===== config.mk =====
export PLATFORM = sky130hd
export DESIGN_NAME = tick_divider_gen
export DESIGN_NICKNAME = d
export VERILOG_FILES = /design/src/rtl/tick_divider_gen.sv
export SDC_FILE = /design/constraint.sdc
export NUM_CORES = 1
export LEC_CHECK = 0
export BUFFER_PORTS_ARGS = -buffer_cell sky130_fd_sc_hd__buf_2
export CORE_MARGIN = 8
export CORE_UTILIZATION = 30
export CTS_CLUSTER_DIAMETER = 100
export DETAILED_ROUTE_END_ITERATION = 12
export SETUP_SLACK_MARGIN = 0.4
export SLEW_MARGIN = 25
export SYNTH_ARGS = -nofsm -noshare
export SYNTH_HDL_FRONTEND = slang
export SYNTH_SLANG_ARGS = --single-unit

===== constraint.sdc =====
create_clock -name clk_50m -period 4.8 [get_ports clk_50m]
set_input_delay 0.48 -clock clk_50m [delete_from_list [all_inputs] [get_ports clk_50m]]
set_output_delay 0.48 -clock clk_50m [all_outputs]
set_load 0.01 [all_outputs]

===== src/rtl/tick_divider_gen.sv =====
// Clock-enable strobe generator: pixel enable, game tick (level-selectable rate) and score tick, all on clk_50m.
// Optional macro TICK_SCORE_COUNT_EN adds a saturating 16-bit score_count output.
module tick_divider_gen #(
   parameter int unsigned CLK_HZ    = 50000000,
   parameter int unsigned PIX_DIV   = 2,
   parameter int unsigned GAME_HZ   = 8,
   parameter int unsigned SCORE_DIV = 8,
   parameter int unsigned LEVELS    = 4,
   parameter int unsigned CNT_W     = 24,
   localparam int unsigned LVL_W    = (LEVELS > 1) ? $clog2(LEVELS) : 1
) (
   input  logic             clk_50m,
   input  logic             rst,
   input  logic             pause,
   input  logic [LVL_W-1:0] level,
   output logic             pix_en,
   output logic             game_tick,
   output logic             score_tick,
   output logic             game_phase,
   output logic [LVL_W-1:0] level_q
`ifdef TICK_SCORE_COUNT_EN
   ,
   output logic [15:0]      score_count
`endif
);

   localparam int unsigned BASE_I = CLK_HZ / GAME_HZ;
   localparam int unsigned PW     = $clog2(PIX_DIV);
   localparam int unsigned SW     = (SCORE_DIV > 1) ? $clog2(SCORE_DIV) : 1;

   localparam logic [CNT_W-1:0] BASE       = CNT_W'(BASE_I);
   localparam logic [PW-1:0]    PIX_LAST   = PW'(PIX_DIV - 1);
   localparam logic [SW-1:0]    SCORE_LAST = SW'(SCORE_DIV - 1);
   localparam logic [LVL_W-1:0] LVL_MAX    = LVL_W'(LEVELS - 1);

   if ((BASE_I >> (LEVELS - 1)) < 2) begin : g_chk_base
      $error("tick_divider_gen: fastest game period must be at least 2 cycles");
   end
   if (((BASE_I - 1) >> CNT_W) != 0) begin : g_chk_cnt_w
      $error("tick_divider_gen: CNT_W too narrow for CLK_HZ/GAME_HZ-1");
   end
   if (PIX_DIV < 2) begin : g_chk_pix
      $error("tick_divider_gen: PIX_DIV must be >= 2");
   end
   if (SCORE_DIV < 1) begin : g_chk_score
      $error("tick_divider_gen: SCORE_DIV must be >= 1");
   end

   logic [PW-1:0]    pcnt_q, pcnt_d;
   logic [CNT_W-1:0] gcnt_q, gcnt_d;
   logic [SW-1:0]    scnt_q, scnt_d;
   logic             pix_en_q, pix_en_d;
   logic             game_tick_q, game_tick_d;
   logic             score_tick_q, score_tick_d;
   logic             phase_q, phase_d;
   logic [LVL_W-1:0] level_d;
   logic [LVL_W-1:0] level_clamped;
   logic [31:0]      level_ext;
   logic [CNT_W-1:0] period_m1;
`ifdef TICK_SCORE_COUNT_EN
   logic [15:0]      score_count_q, score_count_d;
`endif

   always_comb begin
      level_ext     = 32'(level);
      level_clamped = (level_ext >= 32'(LEVELS)) ? LVL_MAX : level;
      period_m1     = (BASE >> level_q) - CNT_W'(1);

      pcnt_d       = pcnt_q;
      pix_en_d     = 1'b0;
      gcnt_d       = gcnt_q;
      scnt_d       = scnt_q;
      game_tick_d  = 1'b0;
      score_tick_d = 1'b0;
      phase_d      = phase_q;
      level_d      = level_q;
`ifdef TICK_SCORE_COUNT_EN
      score_count_d = score_count_q;
`endif

      if (pcnt_q == PIX_LAST) begin
         pcnt_d   = '0;
         pix_en_d = 1'b1;
      end else begin
         pcnt_d = pcnt_q + PW'(1);
      end

      // A wrap held off by pause stays pending at period-1 until pause drops.
      if (!pause) begin
         if (gcnt_q == period_m1) begin
            gcnt_d      = '0;
            game_tick_d = 1'b1;
            phase_d     = ~phase_q;
            level_d     = level_clamped;
            if (scnt_q == SCORE_LAST) begin
               scnt_d       = '0;
               score_tick_d = 1'b1;
`ifdef TICK_SCORE_COUNT_EN
               if (score_count_q != '1) begin
                  score_count_d = score_count_q + 16'd1;
               end
`endif
            end else begin
               scnt_d = scnt_q + SW'(1);
            end
         end else begin
            gcnt_d = gcnt_q + CNT_W'(1);
         end
      end
   end

   always_ff @(posedge clk_50m) begin
      if (rst) begin
         pcnt_q       <= '0;
         gcnt_q       <= '0;
         scnt_q       <= '0;
         pix_en_q     <= 1'b0;
         game_tick_q  <= 1'b0;
         score_tick_q <= 1'b0;
         phase_q      <= 1'b0;
         level_q      <= '0;
`ifdef TICK_SCORE_COUNT_EN
         score_count_q <= '0;
`endif
      end else begin
         pcnt_q       <= pcnt_d;
         gcnt_q       <= gcnt_d;
         scnt_q       <= scnt_d;
         pix_en_q     <= pix_en_d;
         game_tick_q  <= game_tick_d;
         score_tick_q <= score_tick_d;
         phase_q      <= phase_d;
         level_q      <= level_d;
`ifdef TICK_SCORE_COUNT_EN
         score_count_q <= score_count_d;
`endif
      end
   end

   assign pix_en     = pix_en_q;
   assign game_tick  = game_tick_q;
   assign score_tick = score_tick_q;
   assign game_phase = phase_q;
`ifdef TICK_SCORE_COUNT_EN
   assign score_count = score_count_q;
`endif

endmodule


# Word-level counts from Yosys, hierarchy flattened
# Index checks and enable logic that the tools add are counted.
[totals] reg_bits=34 inputBits=5
[op_classes] reduce_logical=4 shift=1 bitwise_logic=3 mux=5 add_sub_neg=4 n_eq_ne=2
[ops] cell="adder 24 x 1 -> 24 bit (second input constant)" count=1
[ops] cell="equality test 24 bit" count=1
[ops] cell="2-to-1 mux 24 bit" count=1
[ops] cell="right shift 23 x 2 -> 24 bit (first input constant)" count=1
[ops] cell="subtractor 24 x 1 -> 24 bit (second input constant)" count=1
[ops] cell="OR reduction 2 bit" count=2
[ops] cell="adder 3 x 1 -> 3 bit (second input constant)" count=1
[ops] cell="equality test 3 bit (second input constant)" count=1
[ops] cell="2-to-1 mux 1 bit" count=3
[ops] cell="2-to-1 mux 3 bit" count=1
[ops] cell="NOT 1 bit" count=3
[ops] cell="OR reduction 3 bit" count=1
[ops] cell="AND reduction 2 bit" count=1
[ops] cell="adder 1 bit (second input constant)" count=1

# Longest topological paths before layout
# Gate-level depths: netlist of run 1.
[logic_depth] ltp_word=5 ltp_mapped=12

# Worst setup path before layout of run 1
# Ideal clock, no wire load.
[synth_path] path_type="flip-flop to flip-flop" start="register level_q[0]" end="register gcnt_q[22]" path_slack_ns=2.263 stages_incl_launch_ff=13 arrival_time_ns=2.422 n_path_buf=3 path_cell_list="dfxtp_1 > buf_2 > buf_4 > inv_1 > nand2_1 > ha_1 > xor2_1 > o2111ai_1 > a2111oi_2 > nand4_4 > or2b_1 > buf_4 > nor2_1"
[synth_between] elab_chain_len=4
[synth_rtl] item="start, declared" line_no="20" text="output logic [LVL_W-1:0] level_q"
[synth_rtl] item="start signal, assigned" line_no="133" text="level_q <= level_d;"
[synth_rtl] item="right shift 23 x 2 -> 24 bit" line_no="67" text="period_m1 = (BASE >> level_q) - CNT_W'(1);"
[synth_rtl] item="subtractor 24 x 1 -> 24 bit" line_no="67"
[synth_rtl] item="equality test 24 bit" line_no="90" text="if (gcnt_q == period_m1) begin"
[synth_rtl] item="2-to-1 mux 24 bit" line_no="90"
[synth_rtl] item="end signal, assigned" line_no="127" text="gcnt_q <= gcnt_d;"
[synth_rtl] item="end, declared" line_no="50" text="logic [CNT_W-1:0] gcnt_q, gcnt_d;"
# No other way between the ends.
# A chain may end at the register's enable or synchronous reset.

# Worst setup path in the final report of run 1
[layout_path] start="register level_q[1]" end="register gcnt_q[3]"
# Same word-level chain as after synthesis.

==> results.txt, run 1 <==
----------------------------------------------------
[STA]
  Final max-slew violation count ... 0
  Final hold violation count ... 0
  Max transition margin ... 48.9%
  Highest clock rate ... 0.308 GHz
  Setup_tns ... 0 ns
  Final setup viols ... 0
  Unrepaired setup endpoints after global routing ... no
  Share of the clock period used by the worst path ... 67.6%
  Skew final ... 0.00600 ns
  Slew @ Worst Pin ... 0.767 ns
  Minimum period implied by the final worst setup slack ... 3.25 ns

[Floorplan]
  Boundary pin count ... 11
  Core area ... 5820 µm²
  Die width ... 93.1 µm
  Number of core rows ... 28
  Chip Height ... 93.1 µm
  Die Footprint ... 8670 µm²
  Starting utilization of the core area ... 30.7%

[CTS]
  Clock root cell ... sky130_fd_sc_hd__clkbuf_8
  Clock slew at the register clock pins of the worst setup and hold paths ... 0.07 ns
  Number of cells upsized or downsized after cts ... 0
  CTS tree ... built
  Clock latency of the later-clocked register in the worst-skew pair ... 0.29 ns
  Sink count of the clock tree ... 34
  Num CTS Buffers ... 5
  Count of hold buffers inserted by post-cts repair ... 0
  Number of buffers between clock root and the deepest sink ... 2
  Post-CTS setup-driven buffer insertion count ... 0
  H-tree level count ... 2

[Critical path]
  CP Capture Point ... gcnt_q[3]
  Critical Path Source Type ... flip-flop
  Sort of element at the end of the critical path ... flip-flop
  WP data required ... 4.94 ns
  Maximum fanout encountered on the critical timing path ... 22
  FF-to-FF End ... gcnt_q[3]
  Type of the worst setup path ... reg -> reg
  Source of the critical timing path ... level_q[1]
  Setup slack, reg-to-reg ... 1.55 ns
  Worst Reg2Reg Path Length in Cells ... 8
  Startpoint of the lowest-slack register-to-register path ... level_q[1]
  Critical path arrival ... 3.39 ns

[Synthesis]
  Leading area contributor after synthesis ... sky130_fd_sc_hd__dfxtp_1
  Syn Nets ... 211
  Count of mapped cells out of synthesis ... 202
  Multiplexer share of the synthesized area ... 4.07%
  Combinational family with the most area after synthesis ... simple AND/OR/NAND/NOR gates
  Synthesized flop and latch total ... 34
  Synthesized-area fraction occupied by and/or/nand/nor cells ... 29.4%
  Cell types occupying the most area after synthesis ... sky130_fd_sc_hd__dfxtp_1 (38%), sky130_fd_sc_hd__nor2_1 (8.0%), sky130_fd_sc_hd__xor2_1 (7.4%), sky130_fd_sc_hd__xnor2_1 (4.9%), sky130_fd_sc_hd__nand2_1 (3.4%)
  Post-synth top area share ... 38.2%
  Most used DFF post-synth ... sky130_fd_sc_hd__dfxtp_1
  Area fraction in compound gates after synthesis ... 8.35%
  Sequential-to-total area share from yosys stat ... 38.2%
  Area share of xor/xnor cells in the synthesized design ... 12.3%
  Synthesis Warnings ... 0
  EDFF count, synth ... 0
  Adder-Cell Fraction of Synth Area ... 2.81%
  Total standard cell area after synthesis ... 1780 µm²
  Async set or reset register ratio after synthesis ... 0%
  Number of distinct library cells after synthesis ... 45
  Average cell area after synthesis ... 8.83 µm²

[Run status]
  Result of the run ... complete, no violations

[Global routing]
  Wire length of the first global-routing pass ... 6150 µm
  Initial antenna violation count ... 0
  Maximum number of pins on one net before global-route repair ... 23
  Remaining global-route overflow ... 0
  Number of global-route vias before repair ... 1336
  Global-route total usage across every layer ... 8.79%

[Power]
  Net switching share of the total power ... 21.7%
  P_sw ... 0.113 mW
  Cell-internal power ... 0.406 mW
  Leak Pwr ... 0.740 nW
  Total power divided by cell area ... 266 nW/µm²
  Peak VDD IR ... 0.123 mV
  Comb power frac ... 2.7%
  Share of total power in the clock network ... 41.8%
  Sequential power share ... 55.5%

[Worst hold path]
  Hold Path Class ... reg -> reg

[Placed design]
  Input/output buffers ... 10
  Final HPWL DP ... 2530 µm
  Final GP Congestion ... 0.813
  Placed Cells ... 276

[Cells and area]
  Commonest cells after routing, fill and taps aside ... sky130_fd_sc_hd__nor2_1 (38), sky130_fd_sc_hd__dfxtp_1 (34), sky130_fd_sc_hd__nand2_1 (16)
  Most frequent standard cell in the layout excluding fill and tap cells ... sky130_fd_sc_hd__nor2_1
  Area growth, synth to finish ... 9.33%
  Diodes inserted ... 0
  Number of non-filler instances in the completed layout ... 284
  Fillers ... 628
  Ratio of cells with drive above 1 in the final layout ... 12.9%
  Number of nets at the end of the flow ... 217

[Route]
  Average via count per standard cell ... 4.94
  Drt first-iter violations ... 90
  Post-route DRC ... 0
  Number of antenna-violating nets in the routed design ... 0
  Wire length reported by the detailed router ... 3560 µm
  Detailed-router iteration count before antenna repair ... 4
  Final routed wire length divided by cell count ... 12.5 µm
  Vias after detailed routing ... 1403

[Flow run]
  Count of max-cap constraint violations ... 0

----------------------------------------------------
## sequential cells by signal, summed over array words and instances, names as in the netlist
signal,count
game_phase,1
level_q,2
pcnt_q,1
score_tick,1
game_tick,1
pix_en,1
gcnt_q,24
scnt_q,3
## power by group through the flow
stage               logic, mW  registers, mW  clock network, mW
finish                 0.0139          0.288              0.217
global route           0.0158          0.288              0.235
CTS                    0.0141          0.288              0.222
detailed placement     0.0141          0.294                  0
global placement       0.0140          0.294                  0
floorplan             0.00980          0.294                  0
## metrics by stage
step	utilization [%]	total power [mW]	area [µm²]	setup slack, ns	hold slack [ns]
global placement	31.9	0.308	1860	1.65	0.392
CTS	33.5	0.524	1950	1.56	0.406
finish	33.5	0.519	1950	1.55	0.403
floorplan	-	0.304	1780	2.26	0.385
detailed placement	31.9	0.308	1860	1.58	0.397
global route	33.5	0.539	1950	1.31	0.412
## cells in the mapped netlist (all sizes together), types with 2 or more instances
master and number:
nor2 38, dfxtp 34, nand2 16, xor2 15, xnor2 10, buf 9, nand4 8, nand3 7
nor2b 6, inv 5, mux2i 5, ha 4, and3 3, nor3 3, o211ai 3, a21oi 2
a22o 2, and2 2, and3b 2, and4bb 2, clkbuf 2, mux2 2, nand3b 2, nor3b 2
o21ai 2
## layout make-up
| class | count | area, µm² | share of cell area, % |
|---|---|---|---|
| repair buffers | 10 | 50.0 | 2.57 |
| inverters | 5 | 18.8 | 0.963 |
| multi-input cells | 152 | 1010 | 52.1 |
| clock inverters | 1 | 5.00 | 0.257 |
| well taps | 75 | 93.8 | 4.81 |
| flip-flops and latches | 34 | 681 | 34.9 |
| clock buffers | 7 | 86.3 | 4.43 |
## critical path, cell delays in order (launching register included)
cell and delay [ns]:
sky130_fd_sc_hd__dfxtp_1 0.73, sky130_fd_sc_hd__nand2_1 0.14, sky130_fd_sc_hd__ha_1 0.32, sky130_fd_sc_hd__xor2_1 0.16, sky130_fd_sc_hd__o2111ai_1 0.18, sky130_fd_sc_hd__a2111oi_2 0.49
sky130_fd_sc_hd__nand4_4 0.24, sky130_fd_sc_hd__or2b_1 0.72, sky130_fd_sc_hd__nor2_1 0.13
## worst min-delay path by stage
stage | cells past startpoint | end | slack, ns | startpoint
after detailed placement | 1 | pcnt_q | 0.40 | pcnt_q
final | 1 | pcnt_q | 0.40 | pcnt_q
after floorplan | 1 | pcnt_q | 0.38 | pcnt_q
after global placement | 1 | pcnt_q | 0.39 | pcnt_q
after global routing | 1 | pcnt_q | 0.41 | pcnt_q
after CTS | 1 | pcnt_q | 0.41 | pcnt_q
## layer usage
metal  vias to the layer above  track usage [%]  share of wire [%]
li1                        704                -                  -
met1                       681             10.6                 50
met2                        13             14.1                 46
met3                         5             2.88                2.5
met4                         0             3.62                1.5
met5                         -                0                  0
## cell families (layout without fill, tap and decap cells)
family / Yosys count / count (layout)
buffers and inverters: 16 / 23
AOI/OAI and AO/OA: 18 / 18
muxes: 7 / 7
adders and majority gates: 4 / 4
and+or+nand+nor: 98 / 98
xor gates and xnor gates: 25 / 25
DFF: 34 / 34
(Power assumes the default switching activity.)
==> inputs of run 2 (changes only) <==
ABC_AREA = 1   (was not set)
clock period = 2.65 ns   (was 4.8 ns; I/O delays follow)
==> run 2 against run 1 <==
  * Fmax up 61%
  * Clock skew down 0.0035 ns
  * Sequential share of layout area down 4.0 points
  * Via count up 30%
==> results.txt, run 2 <==
----------------------------------------------------
[Synthesis]
  Syn Nets ... 325 (was 211)
  Async set or reset register ratio after synthesis ... 0% (unchanged)
  Area share of xor/xnor cells in the synthesized design ... 6.16% (was 12.3%)
  Sequential-to-total area share from yosys stat ... 34.2% (was 38.2%)
  Adder-Cell Fraction of Synth Area ... 2.51% (was 2.81%)
  Synthesized flop and latch total ... 34 (unchanged)
  EDFF count, synth ... 0 (unchanged)
  Multiplexer share of the synthesized area ... 0% (was 4.07%)
  Cell types occupying the most area after synthesis ... sky130_fd_sc_hd__dfxtp_1 (34%), sky130_fd_sc_hd__nand2_1 (18%), sky130_fd_sc_hd__nor2_1 (11%), sky130_fd_sc_hd__inv_1 (8.1%), sky130_fd_sc_hd__nand3_1 (5.8%) (was sky130_fd_sc_hd__dfxtp_1 (38%), sky130_fd_sc_hd__nor2_1 (8.0%), sky130_fd_sc_hd__xor2_1 (7.4%), sky130_fd_sc_hd__xnor2_1 (4.9%), sky130_fd_sc_hd__nand2_1 (3.4%))
  Most used DFF post-synth ... sky130_fd_sc_hd__dfxtp_1 (unchanged)
  Combinational family with the most area after synthesis ... simple AND/OR/NAND/NOR gates (unchanged)
  Leading area contributor after synthesis ... sky130_fd_sc_hd__dfxtp_1 (unchanged)
  Average cell area after synthesis ... 6.30 µm² (was 8.83 µm²)
  Synthesis Warnings ... 0 (unchanged)
  Number of distinct library cells after synthesis ... 21 (was 45)
  Synthesized-area fraction occupied by and/or/nand/nor cells ... 43.6% (was 29.4%)
  Count of mapped cells out of synthesis ... 316 (was 202)
  Cell types with the highest counts after synthesis ... sky130_fd_sc_hd__nand2_1 (97), sky130_fd_sc_hd__nor2_1 (57), sky130_fd_sc_hd__inv_1 (43) (was sky130_fd_sc_hd__nor2_1 (38), sky130_fd_sc_hd__dfxtp_1 (34), sky130_fd_sc_hd__nand2_1 (16))
  Area fraction in compound gates after synthesis ... 2.01% (was 8.35%)
  Cell with the most instances after synthesis ... sky130_fd_sc_hd__nand2_1 (was sky130_fd_sc_hd__nor2_1)
  Post-synth top area share ... 34.2% (was 38.2%)
  Total standard cell area after synthesis ... 1990 µm² (was 1780 µm²)

[Power]
  Comb power frac ... 3.0% (was 2.7%)
  Total power divided by cell area ... 452 nW/µm² (was 266 nW/µm²)
  Sequential power share ... 51.9% (was 55.5%)
  P_sw ... 0.211 mW (was 0.113 mW)
  Share of total power in the clock network ... 45.0% (was 41.8%)
  Leak Pwr ... 0.953 nW (was 0.740 nW)
  Peak VDD IR ... 0.237 mV (was 0.123 mV)
  Cell-internal power ... 0.787 mW (was 0.406 mW)
  Net switching share of the total power ... 21.1% (was 21.7%)

[Route]
  Drt first-iter violations ... 140 (was 90)
  Vias after detailed routing ... 1823 (was 1403)
  Final routed wire length divided by cell count ... 11.0 µm (was 12.5 µm)
  Detailed-router iteration count before antenna repair ... 5 (was 4)
  Wire length reported by the detailed router ... 4460 µm (was 3560 µm)
  Average via count per standard cell ... 4.50 (was 4.94)
  Post-route DRC ... 0 (unchanged)
  Number of antenna-violating nets in the routed design ... 0 (unchanged)

[CTS]
  Number of buffers between clock root and the deepest sink ... 2 (unchanged)
  Clock latency of the later-clocked register in the worst-skew pair ... 0.28 ns (was 0.29 ns)
  Post-CTS setup-driven buffer insertion count ... 0 (unchanged)
  Clock root cell ... sky130_fd_sc_hd__clkbuf_8 (unchanged)
  Sink count of the clock tree ... 34 (unchanged)
  H-tree level count ... 2 (unchanged)
  Count of hold buffers inserted by post-cts repair ... 0 (unchanged)
  Clock slew at the register clock pins of the worst setup and hold paths ... 0.07 ns (about the same)
  CTS tree ... built (unchanged)
  Num CTS Buffers ... 5 (unchanged)

[Floorplan]
  Die Footprint ... 9500 µm² (was 8670 µm²)
  Chip Height ... 97.5 µm (was 93.1 µm)
  Core area ... 6390 µm² (was 5820 µm²)
  Number of core rows ... 29 (was 28)
  Boundary pin count ... 11 (unchanged)
  Die width ... 97.5 µm (was 93.1 µm)
  Starting utilization of the core area ... 31.2% (was 30.7%)

[STA]
  Final setup viols ... 0 (unchanged)
  Highest clock rate ... 0.496 GHz (was 0.308 GHz)
  Minimum period implied by the final worst setup slack ... 2.02 ns (was 3.25 ns)
  Unrepaired setup endpoints after global routing ... no (unchanged)
  Setup_tns ... 0 ns (unchanged)
  Final worst setup slack ... 0.632 ns (was 1.55 ns)
  Skew final ... 0.00252 ns (was 0.00600 ns)
  Max transition margin ... 68.5% (was 48.9%)
  Slew @ Worst Pin ... 0.472 ns (was 0.767 ns)
  Share of the clock period used by the worst path ... 76.1% (was 67.6%)
  Final hold violation count ... 0 (unchanged)
  Final max-slew violation count ... 0 (unchanged)

[Cells and area]
  Fillers ... 719 (was 628)
  Most frequent standard cell in the layout excluding fill and tap cells ... sky130_fd_sc_hd__nand2_1 (was sky130_fd_sc_hd__nor2_1)
  Registers with the most flip-flops ... gcnt_q (24), scnt_q (3), level_q (2) (unchanged)
  Area growth, synth to finish ... 10.9% (was 9.33%)
  Diodes inserted ... 0 (unchanged)
  Number of nets at the end of the flow ... 336 (was 217)
  Ratio of cells with drive above 1 in the final layout ... 9.45% (was 12.9%)
  Post-route core utilization ... 34.6% (was 33.5%)
  Commonest cells after routing, fill and taps aside ... sky130_fd_sc_hd__nand2_1 (97), sky130_fd_sc_hd__nor2_1 (56), sky130_fd_sc_hd__inv_1 (43) (was sky130_fd_sc_hd__nor2_1 (38), sky130_fd_sc_hd__dfxtp_1 (34), sky130_fd_sc_hd__nand2_1 (16))
  Largest register FFs ... 24 (unchanged)
  Largest register by flop count ... gcnt_q (unchanged)

[Global routing]
  Number of global-route vias before repair ... 1781 (was 1336)
  Global-route total usage across every layer ... 10.1% (was 8.79%)
  Remaining global-route overflow ... 0 (unchanged)
  Initial antenna violation count ... 0 (unchanged)
  Wire length of the first global-routing pass ... 7930 µm (was 6150 µm)
  Maximum number of pins on one net before global-route repair ... 22 (was 23)

[Critical path]
  Largest delay share family, worst path ... simple AND/OR/NAND/NOR gates (unchanged)
  Setup slack, reg-to-reg ... 0.63 ns (was 1.55 ns)
  Worst Path Buf+Inv ... 1 (was 0)
  CP Capture Point ... gcnt_q[20] (was gcnt_q[3])
  Maximum fanout encountered on the critical timing path ... 21 (was 22)
  Worst Reg2Reg Path Length in Cells ... 12 (was 8)
  Critical Path Source Type ... flip-flop (unchanged)
  List of cells traversed by the critical path ... nand2_2 > ha_1 > nand2_1 > nand2_1 > inv_1 > nand2_1 > nor2_1 > nand2_1 > nor2_2 > nand3_4 > nand2_8 > nor2_1 (was nand2_1 > ha_1 > xor2_1 > o2111ai_1 > a2111oi_2 > nand4_4 > or2b_1 > nor2_1)
  Slowest Stage Delay on Critical Path ... 0.47 ns (was 0.73 ns)
  Startpoint of the lowest-slack register-to-register path ... level_q[1] (unchanged)
  Critical path arrival ... 2.20 ns (was 3.39 ns)
  Sort of element at the end of the critical path ... flip-flop (unchanged)
  Cell occurring most often along the worst timing path ... sky130_fd_sc_hd__nand2_1
  Source of the critical timing path ... level_q[1] (unchanged)
  WP data required ... 2.83 ns (was 4.94 ns)
  Type of the worst setup path ... reg -> reg (unchanged)
  Logic depth of the worst path, buffers included ... 12 (was 8)
  Slowest-stage cell, CP ... sky130_fd_sc_hd__dfxtp_2 (was sky130_fd_sc_hd__dfxtp_1)
  FF-to-FF End ... gcnt_q[20] (was gcnt_q[3])

[Placed design]
  Final GP Congestion ... 0.853 (was 0.813)
  Final HPWL DP ... 3480 µm (was 2530 µm)
  Worst Setup Slack post-DPL ... 0.399 ns (was 1.58 ns)
  Input/output buffers ... 10 (unchanged)

[Run status]
  Result of the run ... complete, no violations (unchanged)

[Worst hold path]
  Origin of the worst min-delay path ... level[0] (was pcnt_q)
  Hold Path Class ... in -> reg (was reg -> reg)

[Flow run]
  Count of max-cap constraint violations ... 0 (unchanged)

----------------------------------------------------
==> run 2: cell types whose count changed after synthesis, sizes merged, moves of 4 or more <==
cell   previous run  this run
inv               5        45
mux2i             5         0
nand2            16       100
nand3             7        24
nand4             8        12
nor2             38        60
nor2b             6         0
nor3              3         8
xnor2            10         2
==> run 2: worst min path at each step <==
| stage | endpoint | slack, ns | cells after the start |
|---|---|---|---|
| after global routing | level_q[0] | 0.25 | 3 |
| after global placement | pcnt_q | 0.40 | 1 |
| final | level_q[0] | 0.23 | 3 |
| after floorplan | pcnt_q | 0.39 | 1 |
| after detailed placement | pcnt_q | 0.41 | 1 |
| after CTS | level_q[0] | 0.21 | 3 |
==> run 2: power by group through the flow <==
stage | clock network (mW) | registers, mW | logic, mW
global placement | 0 | 0.530 | 0.0299
finish | 0.450 | 0.518 | 0.0302
detailed placement | 0 | 0.530 | 0.0300
floorplan | 0 | 0.530 | 0.0240
global route | 0.487 | 0.519 | 0.0358
CTS | 0.469 | 0.518 | 0.0300
==> run 2: worst min-delay path: stages <==
cell and delay [ns]:
sky130_fd_sc_hd__buf_2 0.08, sky130_fd_sc_hd__nand4_1 0.08, sky130_fd_sc_hd__nand2_1 0.06
==> run 2: through the flow <==
step | instance area, µm² | total power [mW] | std cells | hold WS (ns)
after floorplan | 1990 | 0.554 | 316 | 0.393
after global placement | 2080 | 0.560 | 397 | 0.400
after detailed placement | 2080 | 0.560 | 397 | 0.406
after CTS | 2200 | 1.02 | 405 | 0.214
after global routing | 2210 | 1.04 | 405 | 0.249
final | 2210 | 0.998 | 405 | 0.225
==> run 2: timing repair <==
item / in CTS / in global routing
resized for setup: 1 / 3
setup endpoints to repair: 4 / 27
endpoints found under the hold margin: 0 / 0
==> run 2: cell type report <==
type	instances	area (µm²)	share of cell area, %
multi-input cells	230	1090	49.5
inverters	45	169	7.65
clock buffers	8	110	4.99
well taps	77	96.3	4.36
repair buffers	11	57.6	2.61
flip-flops and latches	34	683	30.9
==> run 2: cells by family after synthesis <==
family / after synthesis
compound gates: 8
xor+xnor: 14
fa+ha+maj: 4
buf+inv: 52
flops: 34
simple gates: 204
==> run 2: metal layers <==
layer	GRT usage, %	wire length, µm
met1	12.0	2230
met2	16.9	2040
met4	4.90	91
met3	1.99	89
met5	0	0
==> inputs of run 3 (changes only) <==
clock period = 1.8 ns   (was 2.65 ns; I/O delays follow)
==> run 3 against run 2 <==
  * Global-route usage is 0.48 points higher
  * Clock power is 30% higher
  * Fmax is 15% higher
  * Worst setup slack worse by 0.58 ns
  * Count of clock-buffer cells in the layout is 1 lower
  * Via count is 7.4% higher
  * Sequential share of layout area is 2.1 points lower
  * Clock skew is 0.0016 ns higher
  * Final cell count is 4.2% higher
  * Largest cell class unchanged
==> results.txt, run 3 (synthesis gave the netlist of run 2 again) <==
----------------------------------------------------
[Placed design]
  Final GP Congestion ... 0.863 (was 0.853)
  Input/output buffers ... 10 (unchanged)
  Final HPWL DP ... 3620 µm (was 3480 µm)
  Placed Cells ... 408 (was 397)
  Cell area reported after detailed placement ... 2200 µm² (was 2080 µm²)

[Cells and area]
  Ratio of cells with drive above 1 in the final layout ... 20.3% (was 9.45%)
  Largest register by flop count ... gcnt_q (unchanged)
  Commonest cells after routing, fill and taps aside ... sky130_fd_sc_hd__nand2_1 (91), sky130_fd_sc_hd__nor2_1 (52), sky130_fd_sc_hd__inv_1 (42) (was sky130_fd_sc_hd__nand2_1 (97), sky130_fd_sc_hd__nor2_1 (56), sky130_fd_sc_hd__inv_1 (43))
  Diodes inserted ... 0 (unchanged)
  Largest register FFs ... 24 (unchanged)
  Registers with the most flip-flops ... gcnt_q (24), scnt_q (3), level_q (2) (unchanged)
  Area growth, synth to finish ... 22.2% (was 10.9%)
  Number of nets at the end of the flow ... 353 (was 336)
  Most frequent standard cell in the layout excluding fill and tap cells ... sky130_fd_sc_hd__nand2_1 (unchanged)
  Number of non-filler instances in the completed layout ... 422 (was 405)
  Final std cell area, no fill ... 2430 µm² (was 2210 µm²)

[Route]
  Post-route DRC ... 0 (unchanged)
  Vias after detailed routing ... 1958 (was 1823)
  Detailed-router iteration count before antenna repair ... 4 (was 5)
  Average via count per standard cell ... 4.64 (was 4.50)
  Final routed wire length divided by cell count ... 11.3 µm (was 11.0 µm)
  Wire length reported by the detailed router ... 4780 µm (was 4460 µm)
  Number of antenna-violating nets in the routed design ... 0 (unchanged)
  Drt first-iter violations ... 73 (was 140)

[Global routing]
  Wire length of the first global-routing pass ... 8430 µm (was 7930 µm)
  Number of global-route vias before repair ... 1892 (was 1781)
  Maximum number of pins on one net before global-route repair ... 22 (unchanged)
  Initial antenna violation count ... 0 (unchanged)
  Remaining global-route overflow ... 0 (unchanged)
  Global-route total usage across every layer ... 10.6% (was 10.1%)

[Worst hold path]
  Min-Delay Path Depth ... 3 (unchanged)
  Origin of the worst min-delay path ... level[0] (unchanged)
  Hold Crit Endpoint ... level_q[0] (unchanged)
  Hold Path Class ... in -> reg (unchanged)

[Run status]
  Result of the run ... complete, no violations (unchanged)

[Critical path]
  FF-to-FF End ... score_tick (was gcnt_q[20])
  Type of the worst setup path ... reg -> reg (unchanged)
  Critical Path Source Type ... flip-flop (unchanged)
  Sort of element at the end of the critical path ... flip-flop (unchanged)
  WP data required ... 2.02 ns (was 2.83 ns)
  Startpoint of the lowest-slack register-to-register path ... level_q[0] (was level_q[1])
  Maximum fanout encountered on the critical timing path ... 8 (was 21)
  Worst Reg2Reg Path Length in Cells ... 12 (unchanged)
  Critical path arrival ... 1.97 ns (was 2.20 ns)
  Setup slack, reg-to-reg ... 0.05 ns (was 0.63 ns)

[STA]
  Skew final ... 0.00413 ns (was 0.00252 ns)
  Final hold violation count ... 0 (unchanged)
  Final setup viols ... 0 (unchanged)
  Slew @ Worst Pin ... 0.489 ns (was 0.472 ns)
  Min Hold Slack ... 0.138 ns (was 0.225 ns)
  Unrepaired setup endpoints after global routing ... yes (was no)
  Minimum period implied by the final worst setup slack ... 1.75 ns (was 2.02 ns)
  Max transition margin ... 67.4% (was 68.5%)
  Final max-slew violation count ... 0 (unchanged)
  Share of the clock period used by the worst path ... 97.3% (was 76.1%)
  Highest clock rate ... 0.571 GHz (was 0.496 GHz)

[Power]
  Leak Pwr ... 1.07 nW (was 0.953 nW)
  Total power divided by cell area ... 571 nW/µm² (was 452 nW/µm²)
  Peak VDD IR ... 0.221 mV (was 0.237 mV)

[Floorplan]
  Chip Height ... 97.5 µm (unchanged)
  Starting utilization of the core area ... 31.2% (unchanged)
  Die width ... 97.5 µm (unchanged)
  Die Footprint ... 9500 µm² (unchanged)
  Core area ... 6390 µm² (unchanged)
  Number of core rows ... 29 (unchanged)
  Boundary pin count ... 11 (unchanged)

[CTS]
  H-tree level count ... 2 (unchanged)
  Sink count of the clock tree ... 34 (unchanged)
  Count of hold buffers inserted by post-cts repair ... 0 (unchanged)
  Clock latency of the later-clocked register in the worst-skew pair ... 0.29 ns (was 0.28 ns)
  Clock slew at the register clock pins of the worst setup and hold paths ... 0.07 ns (about the same)
  Num CTS Buffers ... 5 (unchanged)
  Clock root cell ... sky130_fd_sc_hd__clkbuf_8 (unchanged)
  CTS tree ... built (unchanged)
  Number of buffers between clock root and the deepest sink ... 2 (unchanged)

[Flow run]
  Count of max-cap constraint violations ... 0 (unchanged)

----------------------------------------------------
==> run 3: cell count changes in the layout (fill, tap and decap cells not counted), moves of 3 or more <==
cell,previous run,this run
sky130_fd_sc_hd__nor2_1,56,52
sky130_fd_sc_hd__nand2_4,0,4
sky130_fd_sc_hd__buf_4,1,16
sky130_fd_sc_hd__dfxtp_4,0,4
sky130_fd_sc_hd__dfxtp_1,32,25
sky130_fd_sc_hd__nand2_1,97,91
sky130_fd_sc_hd__dfxtp_2,2,5
==> run 3: repair_timing <==
action,4_1_cts,5_1_grt
cloned,0,0
resized for setup,9,24
setup endpoints to repair,31,31
pin swaps,11,21
buffers inserted,6,0
==> run 3: how the worst max path moves through the flow <==
stage | end | startpoint | cells past startpoint
6_report | score_tick | level_q[0] | 12
5_1_grt | game_phase | level_q[0] | 13
3_3_place_gp | gcnt_q[17] | level_q[0] | 12
2_1_floorplan | gcnt_q[4] | level_q[0] | 14
3_5_place_dp | gcnt_q[6] | level_q[0] | 13
4_1_cts | scnt_q[1] | level_q[0] | 13
==> run 3: cell type report <==
cell class	instances	area (µm²)
Inverter	45	171
Tap cell	77	96.3
Sequential cell	34	702
Multi-Input combinational cell	230	1180
Fill cell	694	3950
Clock inverter	1	5.00
Timing Repair Buffer	28	193
Clock buffer	7	86.3
==> run 3: worst max-delay path, stage by stage, from the launching register on <==
cell and delay [ns]:
sky130_fd_sc_hd__dfxtp_4 0.37, sky130_fd_sc_hd__inv_4 0.06, sky130_fd_sc_hd__nand2_4 0.05, sky130_fd_sc_hd__ha_4 0.29
sky130_fd_sc_hd__nor2_1 0.04, sky130_fd_sc_hd__nor2_1 0.08, sky130_fd_sc_hd__nand2_1 0.06, sky130_fd_sc_hd__nor2_1 0.10
sky130_fd_sc_hd__nand2_1 0.09, sky130_fd_sc_hd__nor2_4 0.12, sky130_fd_sc_hd__nand3_4 0.11, sky130_fd_sc_hd__buf_6 0.16
sky130_fd_sc_hd__nor3_2 0.16
==> run 3: report_power, final <==
part	switching, mW	internal, mW
sequential	0.00560	0.753
clock	0.277	0.308
combinational	0.0320	0.0144
total	0.314	1.08
==> run 3: per-layer routing <==
layer	share of wire, %	up-vias	track usage, %	wire (µm)
met3	2.7	7	1.99	131
met5	0	-	0	0
li1	-	1024	-	-
met1	49	895	13.2	2350
met4	1.8	0	5.01	84
met2	46	32	17.0	2210
==> run 3: through the flow <==
| stage | setup TNS (ns) | utilization [%] | power [mW] | setup WS [ns] |
|---|---|---|---|---|
| 2_1_floorplan | 0 | - | 0.813 | 0.0241 |
| 3_3_place_gp | 0 | 34.4 | 0.822 | 0.0575 |
| 3_5_place_dp | 0 | 34.4 | 0.824 | 0.0137 |
| 4_1_cts | 0 | 37.0 | 1.41 | 0.0500 |
| 5_1_grt | -0.989 | 38.1 | 1.44 | -0.0804 |
| 6_report | 0 | 38.1 | 1.39 | 0.0489 |
